--- src/rtl/motor_cmd_scheduler.sv ---
// Parses 7-byte UART command frames, slew-limits four sign-magnitude motor outputs,
// drives brake/kick flags and falls back to a safe stop when good frames stop arriving.
module motor_cmd_scheduler #(
    parameter logic [7:0]  HEADER   = 8'hFF,
    parameter int unsigned BYTE_TO  = 50000,
    parameter int unsigned WDOG     = 5000000,
    parameter int unsigned RAMP_DIV = 50000,
    parameter int unsigned STEP     = 4
) (
    input  logic       clk,
    input  logic       rst,
    input  logic [7:0] serial,
    input  logic       received,
    output logic [7:0] motor1,
    output logic [7:0] motor2,
    output logic [7:0] motor3,
    output logic [7:0] motor4,
    output logic       brake1,
    output logic       brake2,
    output logic       brake3,
    output logic       brake4,
    output logic [7:0] kicker,
    output logic       kickb,
    output logic       frame_ok,
    output logic       frame_err,
    output logic       wdog_expired
);

    localparam int unsigned BW = $clog2(BYTE_TO + 1);
    localparam int unsigned WW = $clog2(WDOG + 1);
    localparam int unsigned RW = (RAMP_DIV > 1) ? $clog2(RAMP_DIV) : 1;
    localparam logic [6:0]  STEP_MAG = 7'(STEP);

    typedef enum logic [1:0] {IDLE, PAYLOAD, CHECK} state_t;

    state_t           state, state_d;
    logic [2:0]       idx, idx_d;
    logic [7:0]       csum, csum_d;
    logic [4:0][7:0]  shadow;
    logic [BW-1:0]    byte_cnt;
    logic [RW-1:0]    ramp_cnt;
    logic [WW-1:0]    wdog_cnt;
    logic [3:0][7:0]  tgt, mot, mot_d;
    logic [3:0]       brake;
    logic [7:0]       kicker_d;
    logic             store_c, commit_c, err_c, timeout_c, tick_c, expire_c;

    // Move one motor output a single ramp step toward its target
    function automatic logic [7:0] ramp_step(input logic [7:0] cur, input logic [7:0] tg);
        logic [6:0] cm, tm, diff, nm;
        logic       dir;
        cm = cur[6:0];
        tm = tg[6:0];
        if (cm == 7'd0 || cur[7] == tg[7]) begin
            dir = tg[7];
            if (tm >= cm) begin
                diff = tm - cm;
                nm   = cm + ((diff > STEP_MAG) ? STEP_MAG : diff);
            end else begin
                diff = cm - tm;
                nm   = cm - ((diff > STEP_MAG) ? STEP_MAG : diff);
            end
        end else begin
            dir = cur[7];
            nm  = cm - ((cm > STEP_MAG) ? STEP_MAG : cm);
        end
        return (nm == 7'd0) ? 8'h00 : {dir, nm};
    endfunction

    assign timeout_c = (state != IDLE) && !received && (byte_cnt == BW'(BYTE_TO - 1));
    assign tick_c    = (ramp_cnt == RW'(RAMP_DIV - 1));
    assign expire_c  = !wdog_expired && !commit_c && (wdog_cnt == WW'(WDOG - 1));

    // Frame parser next-state logic
    always_comb begin
        state_d  = state;
        idx_d    = idx;
        csum_d   = csum;
        store_c  = 1'b0;
        commit_c = 1'b0;
        err_c    = 1'b0;
        case (state)
            IDLE: begin
                if (received && serial == HEADER) begin
                    state_d = PAYLOAD;
                    idx_d   = 3'd0;
                    csum_d  = 8'h00;
                end
            end
            PAYLOAD: begin
                if (received) begin
                    store_c = 1'b1;
                    csum_d  = csum ^ serial;
                    if (idx == 3'd4) state_d = CHECK;
                    else             idx_d   = idx + 3'd1;
                end else if (timeout_c) begin
                    err_c   = 1'b1;
                    state_d = IDLE;
                end
            end
            CHECK: begin
                if (received) begin
                    if (serial == csum) commit_c = 1'b1;
                    else                err_c    = 1'b1;
                    state_d = IDLE;
                end else if (timeout_c) begin
                    err_c   = 1'b1;
                    state_d = IDLE;
                end
            end
            default: state_d = IDLE;
        endcase
    end

    always_ff @(posedge clk) begin
        if (rst) begin
            state <= IDLE;
            idx   <= 3'd0;
            csum  <= 8'h00;
        end else begin
            state <= state_d;
            idx   <= idx_d;
            csum  <= csum_d;
        end
    end

    always_ff @(posedge clk) begin
        if (store_c) shadow[idx] <= serial;
    end

    // Byte-gap, ramp-tick and watchdog counters
    always_ff @(posedge clk) begin
        if (rst || state == IDLE || received) byte_cnt <= '0;
        else                                  byte_cnt <= byte_cnt + BW'(1);

        if (rst || tick_c) ramp_cnt <= '0;
        else               ramp_cnt <= ramp_cnt + RW'(1);

        if (rst || commit_c) begin
            wdog_cnt     <= '0;
            wdog_expired <= 1'b0;
        end else if (expire_c) begin
            wdog_cnt     <= WW'(WDOG);
            wdog_expired <= 1'b1;
        end else if (!wdog_expired) begin
            wdog_cnt     <= wdog_cnt + WW'(1);
        end
    end

    // Next output values; a tick always ramps toward the targets held before this edge
    always_comb begin
        kicker_d = kicker;
        mot_d    = mot;
        for (int i = 0; i < 4; i++) begin
            if (tick_c) mot_d[i] = ramp_step(mot[i], tgt[i]);
        end
        if (commit_c)      kicker_d = shadow[4];
        else if (expire_c) kicker_d = 8'h00;
    end

    always_ff @(posedge clk) begin
        if (rst) begin
            mot       <= '0;
            tgt       <= '0;
            brake     <= 4'hF;
            kicker    <= 8'h00;
            kickb     <= 1'b0;
            frame_ok  <= 1'b0;
            frame_err <= 1'b0;
        end else begin
            mot       <= mot_d;
            for (int i = 0; i < 4; i++) brake[i] <= (mot_d[i][6:0] == 7'd0);
            kicker    <= kicker_d;
            kickb     <= (kicker_d[6:0] != 7'd0);
            frame_ok  <= commit_c;
            frame_err <= err_c;
            if (commit_c)      tgt <= shadow[3:0];
            else if (expire_c) tgt <= '0;
        end
    end

    assign motor1 = mot[0];
    assign motor2 = mot[1];
    assign motor3 = mot[2];
    assign motor4 = mot[3];
    assign brake1 = brake[0];
    assign brake2 = brake[1];
    assign brake3 = brake[2];
    assign brake4 = brake[3];

endmodule
--- config.mk ---
export PLATFORM = sky130hd
export DESIGN_NAME = motor_cmd_scheduler
export DESIGN_NICKNAME = d
export VERILOG_FILES = /design/src/rtl/motor_cmd_scheduler.sv
export SDC_FILE = /design/constraint.sdc
export NUM_CORES = 1
export LEC_CHECK = 0
export BUFFER_PORTS_ARGS = -buffer_cell sky130_fd_sc_hd__buf_2
export CAP_MARGIN = 0
export CORE_AREA = 4 4 159 146
export DETAILED_ROUTE_END_ITERATION = 7
export DIE_AREA = 0 0 163 150
export GPL_TIMING_DRIVEN = 0
export PLACE_DENSITY = 0.78
export REMOVE_ABC_BUFFERS = 1
export SYNTH_ARGS = -nofsm -noshare
export SYNTH_HDL_FRONTEND = slang
export SYNTH_SLANG_ARGS = --single-unit
--- constraint.sdc ---
create_clock -name clk -period 7.5 [get_ports clk]
set_input_delay 0.75 -clock clk [delete_from_list [all_inputs] [get_ports clk]]
set_output_delay 0.75 -clock clk [all_outputs]
set_load 0.005 [all_outputs]
=== Word level (Yosys, flattened, before mapping) ===
Index checks and enable logic that the tools add are counted.

* Output and inout port bits: 48
* Logic and storage cells: 205
* Input port bits: 11
* Flip-flop bits (word level): 188

* $add $sub $neg: 24
* Bitwise operators: 1
* Magnitude comparators: 18
* Equal/unequal tests: 17
* Mux-type cells: 68
* Reduce and logical (&&, ||, !) cells: 46

{| class="wikitable"
|+ Operator list
! kind !! count
|-
| 7-bit two-way mux || 28
|-
| 7-bit subtractor || 16
|-
| 7-bit by 3-bit greater-than comparator with 1-bit output, second input constant || 12
|-
| 7-bit zero test || 12
|-
| 8-bit two-way mux || 9
|-
| 32-bit two-way mux || 2
|-
| 23-bit two-way mux || 2
|-
| 40-bit bitwise mux || 1
|-
| 16-bit by 1-bit adder with 16-bit output, second input constant || 2
|-
| 16-bit == test, second input constant || 2
|-
| 7-bit adder || 4
|-
| 7-bit greater-or-equal comparator || 4
|-
| 8-bit demux with 3-bit select || 1
|-
| 23-bit by 1-bit adder with 23-bit output, second input constant || 1
|-
| 23-bit == test, second input constant || 1
|-
| 8-bit one-hot mux with 2 select lines || 1
|-
| 2-bit nonzero test || 7
|-
| 1-bit two-way mux || 13
|-
| 2-bit two-way mux || 5
|-
| 2-bit AND reduction || 5
|-
| 3-bit two-way mux || 3
|-
| 8-bit == test || 1
|-
| 8-bit == test, second input constant || 1
|-
| 1-bit logical OR || 8
|-
| other kinds (21) || 33
|}

=== Logic depth before layout (Yosys ltp) ===
Gate-level depths: netlist (run 1).

* Word-level depth: 11
* Depth in mapped cells: 22

=== Least setup slack after synthesis (run 1) ===
OpenSTA, ideal clock, no wires.

* Kind: reg-to-reg
* Start: register mot (netlist bit motor4[1])
* End: register brake[3]
* Clock period less this slack: 5.140 ns
* Path slack: 2.360 ns
* Cell stages (with the launch flop): 20
* Data arrival time: 5.082 ns
* Library setup time: 0.058 ns
* Path buffers: 0
* Data required time: 7.442 ns
* Path through: dfxtp_1 -> inv_1 -> ha_1 -> nor2b_1 -> o21a_1 -> or4_4 -> a2111oi_4 -> nand2_1 -> ha_1 -> and2_1 -> a311oi_1 -> a21oi_1 -> fa_1 -> a211oi_1 -> or4b_1 -> o2111ai_1 -> and2_1 -> a311o_1 -> a2111oi_2 -> a21o_1

* Longest elaborated chain between the ends: 11
* Elaborated cells between the ends (all ways): 21
* Those cells by class: add/sub (5); order compare (4); mux (8); reduce/logical (4)

{| class="wikitable"
|+ RTL lines
! element !! RTL line !! RTL
|-
| from (decl) || 43 || <nowiki>logic [3:0][7:0] tgt, mot, mot_d;</nowiki>
|-
| from (signal assigned) || 171 || <nowiki>mot <= mot_d;</nowiki>
|-
| 7-bit subtractor (on tied branches) || 60, 57 ||
|-
| 7-bit by 3-bit greater-than comparator with 1-bit output (on tied branches) || 61, 58 ||
|-
| 7-bit two-way mux (on tied branches) || 61, 58 ||
|-
| 7-bit subtractor or 7-bit adder (tied branches) || 61, 58 ||
|-
| 7-bit two-way mux || 56 || <nowiki>if (tm >= cm) begin</nowiki>
|-
| 7-bit two-way mux || 54 || <nowiki>if (cm == 7'd0 || cur[7] == tg[7]) begin</nowiki>
|-
| 7-bit two-way mux || 155 || <nowiki>if (tick_c) mot_d[i] = ramp_step(mot[i], tgt[i]);</nowiki>
|-
| 7-bit zero test || 67 || <nowiki>return (nm == 7'd0) ? 8'h00 : {dir, nm};</nowiki>
|-
| 8-bit two-way mux || 67 ||
|-
| 7-bit two-way mux (*) || 155 ||
|-
| 7-bit zero test (*) || 172 || <nowiki>for (int i = 0; i < 4; i++) brake[i] <= (mot_d[i][6:0] == 7'd0);</nowiki>
|-
| to (signal assigned) || 165 || <nowiki>brake <= 4'hF;</nowiki>
|-
| to (decl) || 44 || <nowiki>logic [3:0] brake;</nowiki>
|}

Mark *: on every way between the ends. The rest lies on a longest branch, timed or not. The select of a mux whose other input is x is not followed.
A chain may end at the register's enable or synchronous reset.

=== Worst setup path in the final report (run 1) ===
Ends and elaborated chain as after synthesis.

==> summary.md, run 1 <==
| Metric | Value |
|---|---|
| Register-to-register setup slack | `1630 ps` |
| Result of the run | `finished, final reports clean` |
| P&R area growth vs syn | `9.73%` |
| Avg Inst Size Synth | `8.65 um^2` |
| Fin Setup TNS | `0 ps` |
| Number of nets in the layout | `1481` |
| Top cell family by delay on the critical path | `compound AO/OA/AOI/OAI gates` |
| Power Total | `0.00198 W` |
| Vias per std cell | `5.78` |
| Overall track demand over capacity in global routing | `21.7%` |
| Worst Max-Slew Pin Slew | `1290 ps` |
| Post-Place Worst Slack | `1700 ps` |
| Final Cycle Share | `78.3%` |
| Type of the worst min-delay path | `flop to flop` |
| Hold Path Origin | `byte_cnt[0]` |
| Unrepaired setup endpoints after global routing | `false` |
| Maximum ir drop on the vdd rail | `0.136 mV` |
| Yosys reg bits | `188` |
| Max stage delay cell, worst path | `sky130_fd_sc_hd__a2111oi_4` |
| Synth top area cells | `sky130_fd_sc_hd__dfxtp_1 26%, sky130_fd_sc_hd__edfxtp_1 10%, sky130_fd_sc_hd__ha_1 10%` |
| # fillers | `1890` |
| Maximum number of pins on one net before global-route repair | `61` |
| # setup viols final | `0` |
| Iter 0 DRT Violations | `581` |
| Hold_buf cts | `0` |
| Most frequent cells after synthesis | `148 x sky130_fd_sc_hd__dfxtp_1, 136 x sky130_fd_sc_hd__nor2_1, 129 x sky130_fd_sc_hd__nand2_1` |
| Die height | `150 um` |
| Relative slew slack | `14.1%` |
| Std-Cell Core Area | `0.0214 mm^2` |
| Startpoint type of the worst setup path | `flop` |
| Met3 layer wire length in the routed design | `1420 um` |
| DIE AREA | `0.0245 mm^2` |
| Core Util, Final | `59.0%` |
| Antenna diodes | `0` |
| H-Tree Level Count | `4` |
| Areal power density over the cells | `157 mW/mm^2` |
| Count of distinct cell types in the synthesized netlist | `80` |
| Total half-perimeter wirelength after legalization and detailed placement | `19100 um` |
| CP Capture Type | `flop` |
| # clock sinks | `188` |
| Number of buffers created by CTS | `17` |
| First-pass iteration count of the detailed router | `5` |
| Critical Path, Cell by Cell | `inv_1 > ha_1 > nor2b_1 > o21a_1 > or4_4 > a2111oi_4 > nand2_1 > ha_1 > and2_1 > a311oi_1 > a21oi_1 > fa_1 > a211oi_1 > or4b_1 > o2111ai_1 > and2_1 > a311o_1 > a2111oi_2 > a21o_1` |
| CP max stage delay | `620 ps` |
| Detailed-route DRC error count | `0` |
| Number of enable flip-flop cells after synthesis | `40` |
| Buffer depth of the longest clock path | `2` |
| Yosys warning count | `0` |
| Slew Viols, Final | `0` |
| Synthesized area | `0.0115 mm^2` |
| Post-Route WL | `26500 um` |
| Peak clock frequency supported by timing | `170 MHz` |
| Worst-path fanout max | `9` |
| Insertion delay of the later-clocked pin in the worst-skew pair | `440 ps` |
| Final worst-path setup slack | `1630 ps` |
| Detailed-route via count | `9642` |
| Clock tree from TritonCTS | `built` |
| Proportion of layout cells with a drive suffix above 1 | `8.35%` |
| Source of the critical timing path | `motor4[1]` |
| Total setup buffers inserted after CTS | `0` |
| Category of the critical setup timing path | `flop to flop` |
| Metal-1 WL | `12700 um` |
| Final instance count without filler cells | `1669` |
| End point of the most critical hold path | `byte_cnt[0]` |
| Cell at the root of the clock tree | `sky130_fd_sc_hd__clkbuf_16` |
| Number of violations of the max-capacitance limit | `0` |
| Vias in the first global route | `9041` |
| Post-cts resize count | `0` |
| Sequential share of the synthesized area | `36.1%` |
| Hold-critical path depth | `1` |
| Arrival time at the worst endpoint | `6250 ps` |
| Highest metal layer with signal wires | `met4` |
| Shortest clock period the worst path allows after layout | `5870 ps` |
| Most used flip-flop cell after synthesis | `sky130_fd_sc_hd__dfxtp_1` |
| Met2 wire length | `11900 um` |
| Worst path required time | `7880 ps` |
| Most area-hungry cell type in the Yosys netlist | `sky130_fd_sc_hd__dfxtp_1` |
| Initial antenna violation count | `0` |
| Logic depth of the worst path, buffers included | `19` |
| Buffers on Ports | `58` |
| Wire length per cell | `15.9 um` |
| Effective utilization at floorplan | `53.7%` |
| Layout Skew | `9.60 ps` |
| Die W | `163 um` |
| Number of instances in the placed design | `1637` |
| Post-detailed-route count of antenna-violating nets | `0` |
| Number of primary I/O pins | `59` |
| Final Hold Violating Endpoints | `0` |
| Placer's final routability congestion estimate | `0.886` |
| Row count | `51` |
| Yosys top cell area share | `25.7%` |
| Leakage dissipation | `5.02 nW` |
| Overall overflow remaining after global route | `0` |
| Worst R2R End | `brake[3]` |
| Global-route wire length before repair | `43600 um` |
| Most numerous cell in the Yosys netlist | `sky130_fd_sc_hd__dfxtp_1` |
| Number of buffer and inverter stages on the critical path | `1` |
| Number of cells produced by synthesis | `1332` |
| Depth of the most critical reg-to-reg path | `19` |
| Async set-reset flop share out of synthesis | `0%` |
| Launching point of the worst reg2reg path | `motor4[1]` |
| Reg clk slew, reported paths | `70 ps` |
[placed cells by master (no fill, tap or decap), types with 8 or more instances in the layout]
master                        n
sky130_fd_sc_hd__a211oi_1    17
sky130_fd_sc_hd__a21o_1      22
sky130_fd_sc_hd__a21oi_1     82
sky130_fd_sc_hd__a22o_1      13
sky130_fd_sc_hd__a22oi_1     10
sky130_fd_sc_hd__and2_1       9
sky130_fd_sc_hd__and3_1      19
sky130_fd_sc_hd__buf_2       58
sky130_fd_sc_hd__clkbuf_16   17
sky130_fd_sc_hd__dfxtp_1    148
sky130_fd_sc_hd__edfxtp_1    40
sky130_fd_sc_hd__fa_1        12
sky130_fd_sc_hd__ha_1        93
sky130_fd_sc_hd__inv_1       98
sky130_fd_sc_hd__mux2i_1     13
sky130_fd_sc_hd__nand2_1    129
sky130_fd_sc_hd__nand2b_1     8
sky130_fd_sc_hd__nand3_1     30
sky130_fd_sc_hd__nand3b_1    14
sky130_fd_sc_hd__nand4_1     17
sky130_fd_sc_hd__nor2_1     136
sky130_fd_sc_hd__nor2b_1     13
sky130_fd_sc_hd__nor3_1      23
sky130_fd_sc_hd__nor3b_1      9
sky130_fd_sc_hd__o21a_1      11
sky130_fd_sc_hd__o21ai_0     60
sky130_fd_sc_hd__o21ai_1     15
sky130_fd_sc_hd__o21bai_1     8
sky130_fd_sc_hd__or3_1       14
sky130_fd_sc_hd__xnor2_1     53
sky130_fd_sc_hd__xor2_1      46
[kinds of logic (layout without fill, tap and decap cells)]
family / Yosys count / after routing / share of synthesized area, %
flip-flops: 188 / 188 / 36.1
multiplexers: 16 / 16 / 1.42
adder cells (fa/ha/maj): 105 / 105 / 12.2
AND/OR/NAND/NOR: 466 / 466 / 19.9
XOR/XNOR: 99 / 99 / 7.53
buffers and inverters: 145 / 191 / 4.79
AO/OA/AOI/OAI: 313 / 313 / 18.0
[report_power, final]
part	leakage (nW)	switching [W]	internal (W)
clock	0.287	0.000442	0.000448
combinational	3.18	0.0000374	0.0000120
sequential	1.55	0.00000393	0.00104
total	5.02	0.000483	0.00150
[layer usage]
layer	track usage (%)	vias to the layer above
met1	30.4	4541
met5	0	-
met2	34.6	258
met4	6.04	0
met3	3.88	42
li1	-	4801
[stage by stage]
stage	instance area (um^2)	hold slack, ps
2_1_floorplan	11300	413
3_3_place_gp	12000	427
3_5_place_dp	12000	430
4_1_cts	12600	442
5_1_grt	12600	460
6_report	12600	439
[how the worst max path moves through the flow]
stage           endpoint
6_report        brake[3]
5_1_grt         brake[3]
4_1_cts         brake[3]
3_5_place_dp   motor4[6]
3_3_place_gp    brake[3]
2_1_floorplan   brake[3]
[sequential cells by signal, indices dropped and copies added (netlist names)]
register / count
csum: 8
tgt: 32
wdog_cnt: 23
motor3: 8
kickb: 1
ramp_cnt: 16
state: 2
frame_ok: 1
brake: 4
byte_cnt: 16
motor4: 8
motor2: 8
kicker: 8
shadow: 40
idx: 3
frame_err: 1
motor1: 8
wdog_expired: 1
[layout make-up]
type / count / area (um^2) / share of cell area, %
Clock inverter: 15 / 169 / 1.34
Multi-Input combinational cell: 999 / 6830 / 54.0
Inverter: 99 / 372 / 2.94
Timing Repair Buffer: 60 / 317 / 2.50
Sequential cell: 188 / 4160 / 32.9
Tap cell: 291 / 364 / 2.88
Clock buffer: 17 / 425 / 3.36
Note: power is estimated with default switching activity, not from simulation.
==> run 2: changes to the inputs <==
- clock period: 7.5 -> 6.05 ns (I/O delays scaled with it)
==> summary.md, run 2 (synthesized netlist as in run 1, its figures left out) <==
| Metric | Value |
|---|---|
| Result of the run | `finished, final reports clean` |
| Overall track demand over capacity in global routing | `21.7% (unchanged)` |
| Vias per std cell | `5.76 (-0.25%)` |
| Proportion of layout cells with a drive suffix above 1 | `8.62% (+0.27 points)` |
| Number of primary I/O pins | `59 (unchanged)` |
| Leading cell type in the layout, fill and taps excluded | `sky130_fd_sc_hd__dfxtp_1` |
| Wire length per cell | `15.9 um (-0.17%)` |
| Number of violations of the max-capacitance limit | `0 (unchanged)` |
| Worst path required time | `6420 ps (-1460 ps)` |
| Type of the worst min-delay path | `flop to flop` |
| Detailed-route DRC error count | `0 (unchanged)` |
| Highest metal layer with signal wires | `met4` |
| Antenna diodes | `0 (unchanged)` |
| Met3 layer wire length in the routed design | `1480 um (+4.0%)` |
| Reg clk slew, reported paths | `70 ps (about the same)` |
| Number of flip-flops under the largest register name | `40 (unchanged)` |
| Post-detailed-placement cell area | `0.0120 mm^2 (unchanged)` |
| Critical Path, Cell by Cell | `inv_1 > ha_1 > nor2b_1 > o21a_1 > or4_4 > a2111oi_4 > buf_4 > nand2_1 > ha_1 > and2_1 > a311oi_1 > a21oi_1 > fa_1 > a211oi_1 > or4b_1 > o2111ai_1 > and2_1 > a311o_1 > a2111oi_2 > a21o_1` |
| Final Hold Violating Endpoints | `0 (unchanged)` |
| Buffer depth of the longest clock path | `2 (unchanged)` |
| Std-Cell Core Area | `0.0214 mm^2 (unchanged)` |
| Unrepaired setup endpoints after global routing | `false` |
| Category of the critical setup timing path | `flop to flop` |
| # clock sinks | `188 (unchanged)` |
| Largest registers in the final layout | `shadow x40, tgt x32, wdog_cnt x23` |
| Post-Route WL | `26500 um (about the same)` |
| Number of nets in the layout | `1484 (+0.20%)` |
| Final Cycle Share | `91.8% (+13 points)` |
| Iter 0 DRT Violations | `600 (+3.3%)` |
| P&R area growth vs syn | `9.94%` |
| Placer's final routability congestion estimate | `0.886 (unchanged)` |
| H-Tree Level Count | `4 (unchanged)` |
| Insertion delay of the later-clocked pin in the worst-skew pair | `440 ps (about the same)` |
| First-pass iteration count of the detailed router | `5 (unchanged)` |
| Buffers on Ports | `58 (unchanged)` |
| Total half-perimeter wirelength after legalization and detailed placement | `19100 um (unchanged)` |
| Areal power density over the cells | `194 mW/mm^2 (+24%)` |
| Number of buffers created by CTS | `17 (unchanged)` |
| Metal-1 WL | `12700 um (about the same)` |
| Commonest non-fill, non-tap cells in the layout | `147 x sky130_fd_sc_hd__dfxtp_1, 136 x sky130_fd_sc_hd__nor2_1, 129 x sky130_fd_sc_hd__nand2_1` |
| CP max stage delay | `500 ps (-120 ps)` |
| Maximum number of pins on one net before global-route repair | `61 (unchanged)` |
| Fin Setup TNS | `0 ps (unchanged)` |
| Overall overflow remaining after global route | `0 (unchanged)` |
| Leakage dissipation | `5.03 nW (+0.27%)` |
| Max stage delay cell, worst path | `sky130_fd_sc_hd__fa_1` |
| Global-route wire length before repair | `43600 um (unchanged)` |
| Cell at the root of the clock tree | `sky130_fd_sc_hd__clkbuf_16` |
| Slew Viols, Final | `0 (unchanged)` |
| # setup viols final | `0 (unchanged)` |
| Initial antenna violation count | `0 (unchanged)` |
| DIE AREA | `0.0245 mm^2 (unchanged)` |
| Top reg by flops | `shadow` |
| Layout Skew | `13.0 ps (+3.43 ps)` |
| CP Capture Type | `flop` |
| Clock tree from TritonCTS | `built` |
| Relative slew slack | `15.1% (+1.1 points)` |
| Shortest clock period the worst path allows after layout | `5550 ps (-319 ps)` |
| Number of buffer and inverter stages on the critical path | `2 (+1)` |
| Post-detailed-route count of antenna-violating nets | `0 (unchanged)` |
| Met2 wire length | `11900 um (-0.38%)` |
| Arrival time at the worst endpoint | `5920 ps (-330 ps)` |
| Top cell family by delay on the critical path | `compound AO/OA/AOI/OAI gates` |
| Worst Max-Slew Pin Slew | `1270 ps (-16.3 ps)` |
| Effective utilization at floorplan | `53.7% (unchanged)` |
| Worst-path fanout max | `9 (unchanged)` |
| Row count | `51 (unchanged)` |
| Peak clock frequency supported by timing | `180 MHz (+5.7%)` |
| Startpoint type of the worst setup path | `flop` |
| Die height | `150 um (unchanged)` |
| Vias in the first global route | `9041 (unchanged)` |
| Detailed-route via count | `9635 (-0.073%)` |
| Die W | `163 um (unchanged)` |
| Post-route cell area | `0.0127 mm^2 (+0.19%)` |
| Maximum ir drop on the vdd rail | `0.167 mV (+23%)` |
run 2: cell count changes in the layout (fill, tap and decap cells not counted):
cell / previous run / this run
sky130_fd_sc_hd__buf_4: 0 / 3
sky130_fd_sc_hd__dfxtp_1: 148 / 147
sky130_fd_sc_hd__dfxtp_2: 0 / 1
run 2: layout make-up:
| type | instances | area [um^2] |
|---|---|---|
| repair buffers | 63 | 339 |
| inverters | 99 | 372 |
| clock buffers | 17 | 425 |
| multi-input cells | 999 | 6830 |
| fillers | 1889 | 8770 |
| flip-flops and latches | 188 | 4170 |
| clock inverters | 15 | 169 |
| well taps | 291 | 364 |
run 2: power by group:
group / internal, W / switching (W) / total [W] / leakage, nW
logic: 0.0000149 / 0.0000461 / 0.0000611 / 3.19
clock network: 0.000555 / 0.000549 / 0.00110 / 0.287
registers: 0.00128 / 0.00000484 / 0.00129 / 1.55
run 2: final timing paths:
check | to | cells after the start | slack [ps] | from
max | brake[3] | 20 | 500 | motor4[1]
min | byte_cnt[0] | 1 | 440 | byte_cnt[0]
max reg2reg | brake[3] | 20 | 500 | motor4[1]
min reg2reg | byte_cnt[0] | 1 | 440 | byte_cnt[0]
run 2: repair_timing:
action | CTS | global route
setup endpoints to repair | 0 | 3
resized for setup | 0 | 1
buffers inserted | 0 | 3
hold buffers | 0 | 0
run 2: per-stage QoR:
step	cells	setup WS, ps	hold WS (ps)	total power, W	util [%]
6_report	1672	497	439	0.00245	59.1
5_1_grt	1672	143	460	0.00253	59.1
4_1_cts	1669	183	442	0.00247	58.9
3_5_place_dp	1637	255	430	0.00138	56.2
3_3_place_gp	1635	345	427	0.00138	56.0
2_1_floorplan	1286	887	413	0.00135	-
run 2: routing by layer:
metal	vias up	track usage, %
li1	4798	-
met1	4535	30.4
met2	261	34.6
met3	41	3.88
met4	0	6.04
met5	-	0
